**src/rtl/ibex_load_decrypt_pkg.sv**
```systemverilog
// Shared definitions for the load-side memory decryptor.
// Holds the cipher parameters shared with the store-side encryptor, the
// decryptor FSM state type, and the round functions. Encrypt and decrypt rounds
// live side by side so that they stay exact inverses of each other.
package ibex_load_decrypt_pkg;

  parameter int unsigned MEM_CRYPT_ROUNDS = 4;
  parameter int unsigned MEM_CRYPT_ROT    = 7;

  typedef enum logic [1:0] {
    DEC_IDLE  = 2'd0,
    DEC_ROUND = 2'd1,
    DEC_DONE  = 2'd2
  } dec_state_e;

  // 32-bit rotate left. A zero amount yields x >> 32 == 0, so the OR returns x.
  function automatic logic [31:0] crypt_rotl(input logic [31:0] x, input logic [4:0] amt);
    logic [5:0] inv;
    inv = 6'd32 - {1'b0, amt};
    return (x << amt) | (x >> inv);
  endfunction

  // 32-bit rotate right.
  function automatic logic [31:0] crypt_rotr(input logic [31:0] x, input logic [4:0] amt);
    logic [5:0] inv;
    inv = 6'd32 - {1'b0, amt};
    return (x >> amt) | (x << inv);
  endfunction

  // Encrypt round r: d = rotl(d ^ k_r, rot) + k_r, where k_r = rotl(key, r).
  function automatic logic [31:0] crypt_enc_round(input logic [31:0] data,
                                                  input logic [31:0] key,
                                                  input logic [4:0]  r,
                                                  input logic [4:0]  rot);
    logic [31:0] k;
    k = crypt_rotl(key, r);
    return crypt_rotl(data ^ k, rot) + k;
  endfunction

  // Decrypt round r: d = rotr(d - k_r, rot) ^ k_r, the inverse of crypt_enc_round.
  function automatic logic [31:0] crypt_dec_round(input logic [31:0] data,
                                                  input logic [31:0] key,
                                                  input logic [4:0]  r,
                                                  input logic [4:0]  rot);
    logic [31:0] k;
    k = crypt_rotl(key, r);
    return crypt_rotr(data - k, rot) ^ k;
  endfunction

endpackage

```
**src/rtl/ibex_load_decrypt.sv**
```systemverilog
// Load-side memory decryptor.
// Sits between the data-bus response and the LSU. Responses from encrypted
// regions are decrypted one round per cycle, starting at round NumRounds-1 and
// ending at round 0. Plain and errored responses pass through unmodified.
// Single-entry engine: one word in flight at a time.
// Ports:
//   clk_i, rst_i                      clock, asynchronous active-high reset
//   flush_i                           drop the in-flight word, return to idle
//   in_valid_i / in_ready_o           bus response handshake
//   in_rdata_i, in_err_i, in_encrypt_i  response data, bus error, PMP encrypt bit
//   key_i                             memory encryption key, captured at accept
//   out_valid_o / out_ready_i         LSU handshake
//   out_rdata_o, out_err_o            plaintext data and error passthrough
module ibex_load_decrypt
  import ibex_load_decrypt_pkg::*;
#(
  parameter int unsigned NumRounds = MEM_CRYPT_ROUNDS,
  parameter int unsigned RotAmt    = MEM_CRYPT_ROT
) (
  input  logic        clk_i,
  input  logic        rst_i,
  input  logic        flush_i,
  input  logic        in_valid_i,
  output logic        in_ready_o,
  input  logic [31:0] in_rdata_i,
  input  logic        in_err_i,
  input  logic        in_encrypt_i,
  input  logic [31:0] key_i,
  output logic        out_valid_o,
  input  logic        out_ready_i,
  output logic [31:0] out_rdata_o,
  output logic        out_err_o
);

  localparam int unsigned CntW = (NumRounds > 1) ? $clog2(NumRounds) : 1;

  dec_state_e      state_r, state_s;
  logic [CntW-1:0] cnt_r, cnt_s;
  logic [31:0]     data_r, data_s;
  logic [31:0]     key_r, key_s;
  logic            err_r, err_s;
  logic            out_valid_r;
  logic            accept_s;
  logic [31:0]     dec_data_s;

  assign in_ready_o  = (state_r == DEC_IDLE) & ~flush_i;
  assign out_valid_o = out_valid_r;
  assign out_rdata_o = data_r;
  assign out_err_o   = err_r;

  // One decrypt round on the data register, using the current round index.
  assign dec_data_s = crypt_dec_round(data_r, key_r, 5'(cnt_r), 5'(RotAmt));

  // Next-state logic and acceptance; flush overrides everything.
  always_comb begin
    state_s  = state_r;
    accept_s = 1'b0;
    if (flush_i) begin
      state_s = DEC_IDLE;
    end else begin
      case (state_r)
        DEC_IDLE: begin
          if (in_valid_i) begin
            accept_s = 1'b1;
            if (in_encrypt_i && !in_err_i) begin
              state_s = DEC_ROUND;
            end else begin
              state_s = DEC_DONE;
            end
          end else begin
            state_s = DEC_IDLE;
          end
        end
        DEC_ROUND: begin
          if (cnt_r == {CntW{1'b0}}) begin
            state_s = DEC_DONE;
          end else begin
            state_s = DEC_ROUND;
          end
        end
        DEC_DONE: begin
          // No re-accept in the same cycle: in_ready_o is low while in DONE.
          if (out_ready_i) begin
            state_s = DEC_IDLE;
          end else begin
            state_s = DEC_DONE;
          end
        end
        default: begin
          state_s = DEC_IDLE;
        end
      endcase
    end
  end

  // Datapath next values: load on accept, step one round while in ROUND.
  always_comb begin
    data_s = data_r;
    key_s  = key_r;
    err_s  = err_r;
    cnt_s  = cnt_r;
    if (accept_s) begin
      data_s = in_rdata_i;
      key_s  = key_i;
      err_s  = in_err_i;
      cnt_s  = CntW'(NumRounds - 1);
    end else if ((state_r == DEC_ROUND) && !flush_i) begin
      data_s = dec_data_s;
      // Counter parks at zero on the final round; the FSM exits instead of wrapping.
      if (cnt_r == {CntW{1'b0}}) begin
        cnt_s = cnt_r;
      end else begin
        cnt_s = cnt_r - CntW'(1'b1);
      end
    end else begin
      data_s = data_r;
    end
  end

  // State, datapath and output-valid registers.
  always_ff @(posedge clk_i or posedge rst_i) begin
    if (rst_i) begin
      state_r     <= DEC_IDLE;
      cnt_r       <= {CntW{1'b0}};
      data_r      <= 32'h0000_0000;
      key_r       <= 32'h0000_0000;
      err_r       <= 1'b0;
      out_valid_r <= 1'b0;
    end else begin
      state_r     <= state_s;
      cnt_r       <= cnt_s;
      data_r      <= data_s;
      key_r       <= key_s;
      err_r       <= err_s;
      out_valid_r <= (state_s == DEC_DONE);
    end
  end

endmodule
```
**config.mk**
```make
export PLATFORM = sky130hd
export DESIGN_NAME = ibex_load_decrypt
export DESIGN_NICKNAME = d
export VERILOG_FILES = /design/src/rtl/ibex_load_decrypt_pkg.sv /design/src/rtl/ibex_load_decrypt.sv
export SDC_FILE = /design/constraint.sdc
export NUM_CORES = 1
export LEC_CHECK = 0
export CAP_MARGIN = 20
export CORE_ASPECT_RATIO = 0.7
export CORE_MARGIN = 1.5
export CORE_UTILIZATION = 53
export CTS_CLUSTER_SIZE = 40
export DETAILED_ROUTE_END_ITERATION = 12
export PLACE_DENSITY = 0.81
export SLEW_MARGIN = 20
export SYNTH_ARGS = -nofsm -noshare
export SYNTH_HDL_FRONTEND = slang
export SYNTH_SLANG_ARGS = --single-unit
```
**constraint.sdc**
```tcl
create_clock -name clk_i -period 5.13 [get_ports clk_i]
set_clock_uncertainty 0.1 [all_clocks]
set_input_delay 1.026 -clock clk_i [delete_from_list [all_inputs] [get_ports clk_i]]
set_output_delay 1.026 -clock clk_i [all_outputs]
set_load 0.05 [all_outputs]
```
-- After elaboration in Yosys (flattened, before gate mapping)
Cells that the tools add are included.
- register bits: 70
- logic and storage cells: 42
- add/subtract/negate cells: 3
- bitwise operators: 5
- muxes and demuxes: 14
- equality and inequality tests: 4
- shift operators: 2
- reductions and logical operators: 8
- operators by type and width (operator ; count):
    two-way mux 32 bit ; 2
    bitwise OR 25 x 32 -> 32 bit ; 1
    bitwise OR 32 bit ; 1
    << shifter 32 x 2 -> 32 bit ; 1
    >> shifter 32 x 6 -> 32 bit ; 1
    subtractor 32 bit ; 1
    bitwise XOR 32 bit ; 1
    two-way mux 2 bit ; 8
    case mux 2 bit (3 select lines) ; 1
    subtractor 6 x 2 -> 6 bit (first input constant) ; 1
    == test 2 bit (second input constant) ; 2
    logical NOT 2 bit ; 2
    two-way mux 1 bit ; 3
    == test 2 x 1 -> 1 bit (second input constant) ; 1
    logical AND 1 bit ; 2
    logical NOT 1 bit ; 2
    inequality test 2 bit (second input constant) ; 1
    AND reduction 2 bit ; 1
    nonzero test 2 bit ; 1
    subtractor 2 x 1 -> 2 bit (second input constant) ; 1
    bitwise AND 1 bit ; 1
    NOT 1 bit ; 1

-- Longest topological paths before layout
Gate-level depths: netlist of run 1.
- depth in word-level cells: 8
- depth in mapped cells: 19
- mapped depth without buffers: 17

-- Worst setup path after synthesis of run 1
No wires, ideal clock.
- path kind: register to register
- from: register cnt_r[0]
- to: register data_r[17], in the netlist out_rdata_o[17]
- arrival time: 3997 ps
- clock period less this slack: 4234 ps
- buffers on the path: 2
- setup slack: 896 ps
- stages on the path, launching flop included: 19
- path through: dfrtp_1 -> inv_1 -> clkbuf_1 -> clkbuf_1 -> ha_1 -> nor2_1 -> a22oi_1 -> o21ai_0 -> ha_1 -> inv_1 -> fa_1 -> a21o_1 -> a221oi_2 -> o21ai_2 -> a31o_2 -> a31oi_4 -> o21bai_1 -> xnor2_1 -> a21oi_1
- word-level cells in the longest chain between the ends: 8
- elaborated cells between the ends (all ways): 9
- ends and longest elaborated chain (what ; RTL line ; source):
    from (decl) ; ibex_load_decrypt.sv:38 ; logic [CntW-1:0] cnt_r, cnt_s;
    from (signal assigned) ; ibex_load_decrypt.sv:124 ; cnt_r <= {CntW{1'b0}};
    from (signal assigned) ; ibex_load_decrypt.sv:131 ; cnt_r <= cnt_s;
    subtractor 6 x 2 -> 6 bit ; ibex_load_decrypt_pkg.sv:19 ; inv = 6'd32 - {1'b0, amt};
    >> shifter 32 x 6 -> 32 bit ; ibex_load_decrypt_pkg.sv:20 ; return (x << amt) | (x >> inv);
    bitwise OR 32 bit (*) ; ibex_load_decrypt_pkg.sv:20 ;
    subtractor 32 bit ; ibex_load_decrypt_pkg.sv:47 ; return crypt_rotr(data - k, rot) ^ k;
    bitwise OR 25 x 32 -> 32 bit ; ibex_load_decrypt_pkg.sv:27 ; return (x >> amt) | (x << inv);
    bitwise XOR 32 bit (*) ; ibex_load_decrypt_pkg.sv:47 ;
    two-way mux 32 bit (*) ; ibex_load_decrypt.sv:107 ; end else if ((state_r == DEC_ROUND) && !flush_i) begin
    two-way mux 32 bit (*) ; ibex_load_decrypt.sv:102 ; if (accept_s) begin
    to (signal assigned) ; ibex_load_decrypt.sv:132 ; data_r <= data_s;
    to (decl) ; ibex_load_decrypt.sv:39 ; logic [31:0] data_r, data_s;
Mark *: on every way between the ends. The rest lies on a longest branch, timed or not. The select of a mux whose other input is x is not followed.
A chain may end at the register's enable or synchronous reset.

-- Worst setup path after layout of run 1
- from: register cnt_r[1]
- to: register data_r[17], in the netlist out_rdata_o[17]
Same word-level chain as after synthesis.

==> results of run 1 <==
-- worst paths after layout --
kind	endpoint	start	slack [ns]
worst min-delay path	out_err_o	out_err_o	0.39
worst max-delay path	out_rdata_o[17]	cnt_r[1]	0.71
min in group asynchronous	key_r[15]	rst_i	1.05
max in group asynchronous	cnt_r[1]	rst_i	2.86
worst max register to register	out_rdata_o[17]	cnt_r[1]	0.71
worst min register to register	out_err_o	out_err_o	0.39
-- cells in the final DEF, fill, tap and decap left out, types with 14 or more instances in the layout --
cell	synthesis	final
sky130_fd_sc_hd__xor2_1	16	16
sky130_fd_sc_hd__a21oi_1	55	55
sky130_fd_sc_hd__ha_1	32	32
sky130_fd_sc_hd__nor2_1	27	26
sky130_fd_sc_hd__inv_1	15	14
sky130_fd_sc_hd__clkdlybuf4s50_1	0	105
sky130_fd_sc_hd__o21ai_0	51	51
sky130_fd_sc_hd__nand2_1	173	172
sky130_fd_sc_hd__dfrtp_1	70	70
sky130_fd_sc_hd__mux2i_1	25	25
sky130_fd_sc_hd__xnor2_1	46	46
sky130_fd_sc_hd__o22ai_1	29	29
-- area by class of cell --
class | count | share of cell area
sequential | 70 | 0.251
inverter | 15 | 0.00806
clock buffer | 10 | 0.0328
clock inverter | 6 | 0.0136
tap | 128 | 0.0229
multi-input combinational | 564 | 0.510
timing repair buffer | 115 | 0.161
-- layer usage --
metal,track usage,routed length [um]
met1,0.485,8410
met2,0.526,7730
met3,0.0726,1700
met4,0.0744,261
met5,0,0
-- tightest hold or removal path: stages, from the launching register on --
cell and delay, ns:
sky130_fd_sc_hd__dfrtp_1 0.35, sky130_fd_sc_hd__nand2_1 0.05, sky130_fd_sc_hd__nand2_1 0.06
-- flip-flops by register name, summed over array words and instances, names as in the netlist --
register / flops
key_r: 32
out_rdata_o: 32
cnt_r: 2
state_r: 2
out_err_o: 1
out_valid_o: 1
-- cells by family after synthesis --
group / count (synthesis) / synth area share
muxes: 39 / 0.0760
buffers and inverters: 52 / 0.0368
AOI/OAI and AO/OA: 194 / 0.217
adders and majority gates: 33 / 0.0763
and+or+nand+nor: 236 / 0.177
DFF: 70 / 0.318
xor gates and xnor gates: 62 / 0.0985
-- metrics by stage --
stage | util | setup slack [ns]
4_1_cts | 0.704 | 0.824
6_report | 0.705 | 0.713
3_3_place_gp | 0.672 | 1.12
3_5_place_dp | 0.672 | 0.910
5_1_grt | 0.705 | 0.538
2_1_floorplan | - | 0.896
==> reports/results.txt, run 1 <==
The run finished with clean final reports. Setup repair after global routing left no endpoint under its margin. The post-synthesis cell type count is 58, and the area overhead of the layout relative to synthesis is 26.6%.

By instance count, the leading cell after synthesis is sky130_fd_sc_hd__nand2_1. For this run, design rule violations remaining after detail routing come to 0. Counting every instance in the synthesized netlist gives 686. The class of the tightest hold or removal check was reg2reg. The later pin in the worst-skew pair is clocked with a latency of 0.35 ns. The maximum fanout along the worst path came out at 5.

The global-route wire length before repair is 28.7 mm. The core region is 9910 um^2. The count of port buffers added during placement is 105.

Hold-fix buffer count after cts: 0. CTS H-tree depth: 3. The tools report the max capacitance violation total as 0. By area the synthesized netlist is led by sky130_fd_sc_hd__dfrtp_1 32%, sky130_fd_sc_hd__nand2_1 12%, sky130_fd_sc_hd__xnor2_1 7.3%, sky130_fd_sc_hd__ha_1 7.3%, sky130_fd_sc_hd__a21oi_1 5.0%. Post-CTS repair changed the size of 0 cells. Total via count in the routed design: 5494. In this run the horizontal extent of the chip is 125 um. The sequential cells in the finished layout cover a total of 1750 um^2. The portion of the post-synthesis area used by sequential elements was 0.318; the HPWL after detailed placement was 13.9 mm. A synthesized cell averages 8.04 um^2. For this run, the leading register cell type out of synthesis is sky130_fd_sc_hd__dfrtp_1. The area share of the leading cell type in the synthesized netlist was 0.318.

The tools report the cell area after placement as 6660 um^2. The depth of the critical timing path with buffers and inverters included came out at 16. The ratio of cells with drive above 1 in the final layout is 0.0692. STA classifies the critical path startpoint as a flop.

TritonCTS built the clock tree. The clock-pin slew reported for the worst setup and hold paths after clock tree synthesis came out at 0.06 ns. The die outline height came out at 88.3 um. The finished layout cell area was 6980 um^2; the remaining number of nets flagged by the antenna check after routing was 0. The number of nets in the synthesized netlist is 790. For this run, the slowest stage of the critical path takes 0.47 ns. In the final layout, the multi-input gates occupy 3560 um^2. The cell family contributing the most delay on the critical path was compound AO/OA/AOI/OAI gates.

The netlist area before placement is 5510 um^2, and the die footprint is 11000 um^2. Counting every sink on the clock net gives 70. The instance count along the most critical hold path is 2. Counting instances in the post-synthesis netlist gives the leading cell types as 173 x sky130_fd_sc_hd__nand2_1, 70 x sky130_fd_sc_hd__dfrtp_1, 55 x sky130_fd_sc_hd__a21oi_1.

Traced cell by cell, the critical path runs through inv_1 -> ha_1 -> nor2_1 -> a22oi_1 -> o21ai_0 -> ha_1 -> inv_1 -> fa_1 -> a21o_1 -> a221oi_2 -> o21ai_2 -> a31o_2 -> a31oi_4 -> o21bai_1 -> xnor2_1 -> a21oi_1. The final-layout fill cell count was 776; the number of synthesis warnings was 0. The global routing usage summed across all routing layers was 0.337. Yosys mapped a number of flops with a built-in enable equal to 0. The smallest hold slack is 0.395 ns.

Detailed-route wire length per cell: 19.9 um. The slowest stage of the critical path belongs to the cell sky130_fd_sc_hd__o21ai_0. The worst relative slew slack is 0.441, and the final routed wirelength across all metal layers is 18.1 mm. The run gives 693 as the number of DRC markers in iteration 0.

For the total iterations of the first detailed-routing run, the log shows 6. Counting the buffers created by CTS gives 9. For the final count of negative-setup-slack endpoints, the log shows 0. Routability-driven placement finished with a final weighted congestion of 0.981.

STA classifies the critical path endpoint as a flop. The logs give 0 for the max-slew violation count and 5.25 ns for the required arrival time at the worst endpoint. The total overflow reported by the global router came out at 0. The count of buffers added by post-CTS timing repair for setup came out at 0. Row generation in the floorplan step produced 30 rows.

In the routed layout, each cell is associated on average with a via count of 6.05. The tools report the number of global-route vias before repair as 5286. Synthesis inferred 70 register bits.

The worst-margin pin slew works out to 0.838 ns. The number of cells on the worst reg-to-reg path is 16. The net count of the finished layout is 879. The run gives 0 as the initial antenna violation count.

106 I/O pins were placed. The critical path is of the reg2reg type. The buffers plus inverters on the worst setup path came out at 2. The final period demand of the worst path works out to 4.42 ns.

The largest area contributor in the synthesized netlist is sky130_fd_sc_hd__dfrtp_1. The tools report the worst-case clock buffer depth as 2. The final number of hold-violating endpoints was 0; the pin count of the biggest net entering global routing was 44.

At the worst endpoint, the arrival time is 4.54 ns. The final antenna diode count is 0, and the final cycle utilization of the critical path is 0.861. The share of synthesized registers carrying an async set or reset was 1.00.

The logs give 226 MHz for the timing-limited maximum frequency and 908 for the final standard cell count with taps included and fillers excluded. In this run, placement finished with an instance count of 892. The root buffer selected by CTS is sky130_fd_sc_hd__clkbuf_16.

The run gives 0.556 as the effective utilization at floorplan. Adding up every negative setup slack in the final design gives 0 ns.
Power of run 1 is left out: the tool's default activity adds up to more than one toggle a clock period on the data nets, which glitch-free logic cannot reach.
==> run 2: changes to the inputs <==
--- a/config.mk
+++ b/config.mk
@@ -8,10 +8,10 @@
 export CAP_MARGIN = 20
 export CORE_ASPECT_RATIO = 0.7
 export CORE_MARGIN = 1.5
-export CORE_UTILIZATION = 53
-export CTS_CLUSTER_SIZE = 40
+export CORE_UTILIZATION = 48
+export CTS_CLUSTER_SIZE = 8
 export DETAILED_ROUTE_END_ITERATION = 12
-export PLACE_DENSITY = 0.81
+export PLACE_DENSITY = 0.78
 export SLEW_MARGIN = 20
 export SYNTH_ARGS = -nofsm -noshare
 export SYNTH_HDL_FRONTEND = slang
==> constraint.sdc (replaced) <==
create_clock -name clk_i -period 4.03 [get_ports clk_i]
set_clock_uncertainty 0.1 [all_clocks]
set_input_delay 0.806 -clock clk_i [delete_from_list [all_inputs] [get_ports clk_i]]
set_output_delay 0.806 -clock clk_i [all_outputs]
set_load 0.05 [all_outputs]
==> run 2 against run 1 <==
  * Core utilization decreased by 5.8 points
  * Hold slack worse by 0.0077 ns
  * Setup slack got worse by 0.55 ns
  * Largest cell class unchanged
==> reports/results.txt, run 2 (same netlist as run 1, synthesis figures left out) <==
The worst slack at placement was 0.0536 ns (-0.857 ns). The run gives 0 (unchanged) as the hold-fix buffer count after cts. The global routing usage summed across all routing layers was 0.312 (-0.0251). TritonCTS built the clock tree. The maximum fanout along the worst path came out at 5 (unchanged).

The effective utilization at floorplan was 0.497 (-0.0592). The die outline height is 92.7 um (+4.9%), and the clock-pin slew reported for the worst setup and hold paths after clock tree synthesis is 0.06 ns (about the same). The run gives 0.167 ns (-0.546 ns) as the post-layout worst setup margin. The tools report the number of DRC markers in iteration 0 as 432 (-38%).

The final number of hold-violating endpoints came out at 0 (unchanged). The path class of the tightest hold or removal check is reg2reg. The endpoint arrival time on the critical path was 4.03 ns (-0.51 ns); the number of nets in the final layout was 894 (+1.7%).

The worst-margin pin slew was 0.794 ns (-0.0446 ns); the DRC violations left was 0 (unchanged). The run gives 0 (unchanged) as the final count of negative-setup-slack endpoints. The cell area after placement was 6800 um^2 (+2.2%). From synthesis to final layout, the design area changed by 30.1%. The finished layout cell area was 7170 um^2 (+2.8%).

Critical path capture point type: a flop. The max-slew violation count was 0 (unchanged). In the layout the commonest cells are 173 x sky130_fd_sc_hd__nand2_1, 105 x sky130_fd_sc_hd__clkdlybuf4s50_1, 70 x sky130_fd_sc_hd__dfrtp_1.

The setup path with the least slack is of type reg2reg. The run gives 70 (unchanged) as the clock net sink count. The tree is rooted in a sky130_fd_sc_hd__clkbuf_16.

Number of vias per cell: 5.80 (-4.1%). The tools report the row count as 32 (+6.7%). The worst-case clock buffer depth came out at 2 (unchanged). The count of port buffers added during placement is 105 (unchanged). The final antenna diode count is 0 (unchanged), and the ratio of cells with drive above 1 in the final layout is 0.0868 (+0.0176). The total iterations of the first detailed-routing run is 5 (-1). Leaving out fill and tap cells, the most frequent cell in the layout is sky130_fd_sc_hd__nand2_1. Detailed-route wire length per cell: 18.9 um (-5.2%). The worst setup path is launched from a flop.

The total negative slack for setup checks came out at 0 ns (unchanged). The total via count in the routed design was 5499 (+0.091%). The final cycle utilization of the critical path was 0.959 (+0.0975); the number of buffers created by CTS was 9 (unchanged). The final routed wirelength across all metal layers came out at 17.9 mm (-1.1%). The worst relative slew slack is 0.465 (+0.0242).

The critical path goes through inv_1 -> ha_2 -> o311a_1 -> a31oi_1 -> buf_4 -> inv_1 -> ha_1 -> o211ai_1 -> a21oi_1 -> o31ai_1 -> buf_4 -> o211ai_1 -> nor2b_1 -> a31oi_1 -> xor2_1 -> a21oi_1. The I/O pin count is 106 (unchanged). Final period demand of the worst path: 3.86 ns (-0.554 ns). The tools report the weighted congestion at the end of routability-driven global placement as 0.917 (-6.6%). The logs give 0 (unchanged) for the total overflow reported by the global router and 11100 um^2 (+12%) for the floorplan core area. The run gives 28.5 mm (-0.75%) as the global-route wire length before repair. The die footprint came out at 12100 um^2 (+10%). For the initial antenna violation count, the log shows 0 (unchanged). Max capacitance violation total: 0 (unchanged).

In this design, the largest share of critical-path delay is due to compound AO/OA/AOI/OAI gates. Summed over all cells, the static leakage comes to 3.26 nW. The pin count of the biggest net entering global routing is 71 (+61%), and the horizontal die dimension is 131 um (+5.0%). The CTS H-tree depth came out at 3 (unchanged).

The run gives 0.34 ns (about the same) as the later-pin clock latency in the skew report. The delay of the slowest critical-path stage came out at 0.42 ns (-0.05 ns). The number of global-route vias before repair is 5424 (+2.6%), and the worst vdd rail ir drop is 0.420 mV. The run finished with clean final reports. In this run the power density over the cells is 1100 nW/um^2. The run gives 0 (unchanged) as the remaining number of nets flagged by the antenna check after routing. The required arrival time at the worst endpoint came out at 4.20 ns (-1.05 ns). The logs give 259 MHz (+14%) for the timing-limited maximum frequency and 13.7 mm (-1.4%) for the HPWL after detailed placement. The buffers plus inverters on the worst setup path works out to 4 (+2).

The slowest stage of the critical path belongs to the cell sky130_fd_sc_hd__nor2b_1.
## run 2: changes by cell type in the layout (fill, tap and decap cells not counted), sizes merged
cell	before	now
clkinvlp	0	1
clkinv	3	1
buf	10	25
clkbuf	10	11
inv	16	15
bufinv	2	3
## run 2: stage by stage
| stage | utilization | total power (W) | hold slack, ns | cells |
|---|---|---|---|---|
| 2_1_floorplan | - | 0.00519 | 0.358 | 686 |
| 3_3_place_gp | 0.613 | 0.00671 | 0.357 | 931 |
| 3_5_place_dp | 0.613 | 0.00676 | 0.369 | 931 |
| 4_1_cts | 0.645 | 0.00775 | 0.382 | 947 |
| 5_1_grt | 0.647 | 0.00839 | 0.431 | 948 |
| 6_report | 0.647 | 0.00787 | 0.387 | 948 |
## run 2: worst reg2reg max path: stages (launching register included)
cell and delay, ns:
sky130_fd_sc_hd__dfrtp_1 0.38, sky130_fd_sc_hd__inv_1 0.11, sky130_fd_sc_hd__ha_2 0.32, sky130_fd_sc_hd__o311a_1 0.37, sky130_fd_sc_hd__a31oi_1 0.18, sky130_fd_sc_hd__buf_4 0.16, sky130_fd_sc_hd__inv_1 0.04, sky130_fd_sc_hd__ha_1 0.34
sky130_fd_sc_hd__o211ai_1 0.12, sky130_fd_sc_hd__a21oi_1 0.23, sky130_fd_sc_hd__o31ai_1 0.12, sky130_fd_sc_hd__buf_4 0.16, sky130_fd_sc_hd__o211ai_1 0.24, sky130_fd_sc_hd__nor2b_1 0.42, sky130_fd_sc_hd__a31oi_1 0.19, sky130_fd_sc_hd__xor2_1 0.17
sky130_fd_sc_hd__a21oi_1 0.15
## run 2: path summary, 6_finish.rpt
check                                        to  startpoint  cells past startpoint  slack (ns)
worst min-delay path                  out_err_o   out_err_o                      2        0.39
min in group asynchronous             key_r[15]       rst_i                      3        0.75
worst max-delay path            out_rdata_o[12]    cnt_r[1]                     16        0.17
worst max register to register  out_rdata_o[12]    cnt_r[1]                     16        0.17
worst min register to register        out_err_o   out_err_o                      2        0.39
max in group asynchronous        out_rdata_o[7]       rst_i                      3        2.73
## run 2: cell type report
cell class | instances | area [um^2]
Clock inverter | 5 | 106
Timing Repair Buffer | 130 | 1250
Tap cell | 153 | 191
Clock buffer | 11 | 243
Inverter | 15 | 56.3
Multi-Input combinational cell | 564 | 3570
Fill cell | 951 | 3920
Sequential cell | 70 | 1750
## run 2: routing by layer
| metal | share of wire | global-route usage | wire length (um) |
|---|---|---|---|
| met3 | 0.080 | 0.0641 | 1440 |
| met4 | 0.014 | 0.0842 | 248 |
| met1 | 0.47 | 0.450 | 8460 |
| met2 | 0.43 | 0.471 | 7760 |
| met5 | 0 | 0 | 0 |
## run 2: what timing repair did
item                                   4_1_cts  5_1_grt
setup buffers                                0        1
setup endpoints to repair                    0        7
endpoints found under the hold margin        0        0
resized for setup                            0        3
## run 2: power by group
group          switching [W]  total [W]  internal, W
Combinational        0.00342    0.00576      0.00235
Sequential          0.000237    0.00116     0.000925
Clock               0.000319   0.000942     0.000623
Total                0.00397    0.00787      0.00389
Power figures use the tool's default switching activity.
==> run 3: changes to the inputs <==
--- a/config.mk
+++ b/config.mk
@@ -9,10 +9,10 @@
 export CORE_ASPECT_RATIO = 0.7
 export CORE_MARGIN = 1.5
 export CORE_UTILIZATION = 48
+export CTS_BUF_LIST = sky130_fd_sc_hd__clkbuf_16
 export CTS_CLUSTER_SIZE = 8
 export DETAILED_ROUTE_END_ITERATION = 12
 export PLACE_DENSITY = 0.78
-export SLEW_MARGIN = 20
 export SYNTH_ARGS = -nofsm -noshare
 export SYNTH_HDL_FRONTEND = slang
 export SYNTH_SLANG_ARGS = --single-unit
==> run 3 against run 2 <==
  * Cell count stayed put
  * Clock-buffer cell count is 2 lower
  * Critical path depth is 1 higher
  * Routed wire length is 0.47% higher
  * Setup slack worse by 0.00090 ns
  * Maximum frequency hardly changed
  * First-iteration DRC count is 5.8% lower
  * Power is 0.10% lower
  * Core utilization is 0.090 points lower
  * Register-to-register slack hardly changed
  * Critical endpoint is now out_rdata_o[17]
  * Global-route usage hardly changed
  * Largest power group unchanged
==> reports/results.txt, run 3 (same netlist as run 1, synthesis figures left out) <==
The critical path starts at cnt_r[1]. For the final count of negative-setup-slack endpoints, the log shows 0 (unchanged). The leading cell type in the layout, fill and taps excluded is sky130_fd_sc_hd__nand2_1.

The remaining number of nets flagged by the antenna check after routing was 0 (unchanged). The run gives 0.17 ns (about the same) as the reg-to-reg setup timing slack. The number of vias per cell is 5.87 (+1.2%).

The number of DRC markers in iteration 0 was 407 (-5.8%). The count of port buffers added during placement is 105 (unchanged), and the final standard cell count with taps included and fillers excluded is 948 (unchanged). Worst-case reg-to-reg path depth: 17 (+1). Final cycle utilization of the critical path: 0.959 (about the same). The hold-fix buffer count after cts was 0 (unchanged); the initial antenna violation count was 0 (unchanged).

Walking the worst path, the cells encountered are inv_1 -> ha_2 -> mux2i_1 -> nor2_1 -> o21bai_1 -> o21ai_1 -> ha_1 -> inv_1 -> fa_1 -> a21o_1 -> a221oi_4 -> o21ai_2 -> a31o_2 -> a31oi_4 -> o21bai_1 -> xnor2_1 -> a21oi_1. The fraction of power consumed by the clock network came out at 0.117 (-0.003). The root buffer selected by CTS was sky130_fd_sc_hd__clkbuf_16.

The die outline height is 92.7 um (unchanged). For the global-route wire length before repair, the log shows 28.5 mm (about the same). The tools report the endpoint of the most critical register-to-register path as out_rdata_o[17].

The worst relative slew slack came out at 0.519 (+0.0533). The ratio of cells with drive above 1 in the final layout works out to 0.0855 (-0.00126). The clock net sink count is 70 (unchanged), and the depth of the critical timing path with buffers and inverters included is 17 (+1). Row count: 32 (unchanged).

The tools report the critical path capture point type as a flop. For the area of the multi-input gates, the log shows 3570 um^2 (unchanged). The most critical setup path has its endpoint at out_rdata_o[17].

Internal power: 0.00387 W (-0.56%). The number of global-route vias before repair was 5407 (-0.31%). STA classifies the critical path startpoint as a flop. Max-slew violation count: 0 (unchanged). The top cell types in the final layout, fill and taps aside, are 173 x sky130_fd_sc_hd__nand2_1, 105 x sky130_fd_sc_hd__clkdlybuf4s50_1, 70 x sky130_fd_sc_hd__dfrtp_1.

The logs give 7160 um^2 (-0.14%) for the finished layout cell area and 1750 um^2 (unchanged) for the combined flip-flop and latch cell area. The logs give 0 (unchanged) for the final antenna diode count and 0 (unchanged) for the total overflow reported by the global router. The critical path's slowest cell is sky130_fd_sc_hd__fa_1. Total iterations of the first detailed-routing run: 7 (+2). The pin count of the biggest net entering global routing is 71 (unchanged). The switching share of power came out at 0.507 (+0.00225). The delay of the slowest critical-path stage was 0.41 ns (about the same); the area overhead of the layout relative to synthesis was 30.0%.

CTS H-tree depth: 3 (unchanged). The buffers plus inverters on the worst setup path came out at 2 (-2). Endpoint arrival time on the critical path: 4.03 ns (about the same). The cell family contributing the most delay on the critical path is compound AO/OA/AOI/OAI gates.

The DRC violations left was 0 (unchanged); the number of nets in the final layout was 894 (unchanged). For the worst vdd rail ir drop, the log shows 0.421 mV (+0.17%). The logs give 0.34 ns (about the same) for the later-pin clock latency in the skew report and 12100 um^2 (unchanged) for the die footprint. The logs give 18.0 mm (+0.47%) for the final routed wirelength across all metal layers and 0 (unchanged) for the max capacitance violation total. The class of the tightest hold or removal check was reg2reg. The logic gate share of total power is 0.735 (+0.002). The areal power density over the cells is 1100 nW/um^2 (about the same). The detailed-route wire length per cell was 19.0 um (+0.47%); the worst-case clock buffer depth was 2 (unchanged). The total negative slack for setup checks was 0 ns (unchanged); the floorplan core area was 11100 um^2 (unchanged).

The tools report the total design power as 0.00786 W (-0.10%). The number of buffers created by CTS was 9 (unchanged); the clock-pin slew reported for the worst setup and hold paths after clock tree synthesis was 0.06 ns (about the same). The final number of hold-violating endpoints is 0 (unchanged), and the global routing usage summed across all routing layers is 0.312 (about the same). TritonCTS built the clock tree.

The final period demand of the worst path is 3.86 ns (+0.000897 ns), and the required arrival time at the worst endpoint is 4.20 ns (about the same). The net switching power of the design came out at 0.00399 W (+0.34%). The I/O pin count was 106 (unchanged); the cell leakage power was 3.26 nW (about the same). The timing-limited maximum frequency is 259 MHz (about the same). The flow ran to the end, and the final reports show no timing, DRC or antenna violations.

The maximum fanout along the worst path works out to 5 (unchanged). The startpoint identified for the worst register-to-register timing path is cnt_r[1]. The tools report the portion of total power attributed to sequential cells as 0.148 (about the same).

Cell area after placement: 6800 um^2 (unchanged). The core occupancy in the finished layout is 0.646 (-0.000902), and the worst-margin pin slew is 0.715 ns (-0.0792 ns). For the final-layout fill cell count, the log shows 957 (+0.63%). The effective utilization at floorplan was 0.497 (unchanged). HPWL after detailed placement: 13.7 mm (unchanged). The tools report the instance count after placement with tap cells included as 931 (unchanged). The horizontal die dimension was 131 um (unchanged); the weighted congestion at the end of routability-driven global placement was 0.917 (unchanged).

For the total via count in the routed design, the log shows 5566 (+1.2%). The class of the most critical setup path is reg2reg.
run 3: cell count changes in the layout (fill, tap and decap cells not counted):
cell and delta:
sky130_fd_sc_hd__clkinv_1 +1, sky130_fd_sc_hd__inv_1 +1, sky130_fd_sc_hd__clkbuf_1 -1, sky130_fd_sc_hd__clkbuf_8 -1
run 3: final cells by class:
cell class / instances / area share
multi-input combinational: 564 / 0.499
sequential: 70 / 0.244
timing repair buffer: 130 / 0.175
clock buffer: 9 / 0.0314
tap: 153 / 0.0267
clock inverter: 7 / 0.0159
inverter: 15 / 0.00786
run 3: worst min path at each step:
stage	startpoint	to	slack, ns	cells past startpoint
floorplan	key_r[12]	key_r[12]	0.36	2
global placement	out_err_o	out_err_o	0.36	2
detailed placement	out_err_o	out_err_o	0.37	2
CTS	out_err_o	out_err_o	0.38	2
global route	out_err_o	out_err_o	0.43	2
finish	out_err_o	out_err_o	0.38	2
run 3: timing repair:
item | CTS | global route
gates resized for setup | 0 | 3
setup buffers | 0 | 1
setup endpoints to repair | 0 | 7
run 3: stage by stage:
stage               setup WS [ns]  hold WS, ns
global route             -0.00885        0.431
detailed placement         0.0536        0.369
CTS                        0.0655        0.382
floorplan                  0.0105        0.358
finish                      0.166        0.384
global placement            0.194        0.357
run 3: routing by layer:
| metal | routed length [um] | GRT usage | up-vias |
|---|---|---|---|
| met5 | 0 | 0 | - |
| li1 | - | - | 2625 |
| met4 | 285 | 0.0815 | 0 |
| met1 | 8590 | 0.452 | 2677 |
| met3 | 1350 | 0.0635 | 27 |
| met2 | 7760 | 0.471 | 237 |
run 3: worst reg2reg max path, delay by kind of cell, from the launching register on:
family / cells / cell delay [ns]
XOR/XNOR: 1 / 0.13
adder cells (fa/ha/maj): 3 / 0.94
AND/OR/NAND/NOR: 1 / 0.12
buffers and inverters: 2 / 0.17
AO/OA/AOI/OAI: 9 / 1.81
multiplexers: 1 / 0.16
flip-flops: 1 / 0.38
run 3: power by group through the flow:
stage	sequential (W)	clock (W)	combinational, W
2_1_floorplan	0.00165	0	0.00354
3_3_place_gp	0.00116	0	0.00555
3_5_place_dp	0.00116	0	0.00560
4_1_cts	0.00116	0.000928	0.00565
5_1_grt	0.00118	0.000963	0.00622
6_report	0.00116	0.000919	0.00578
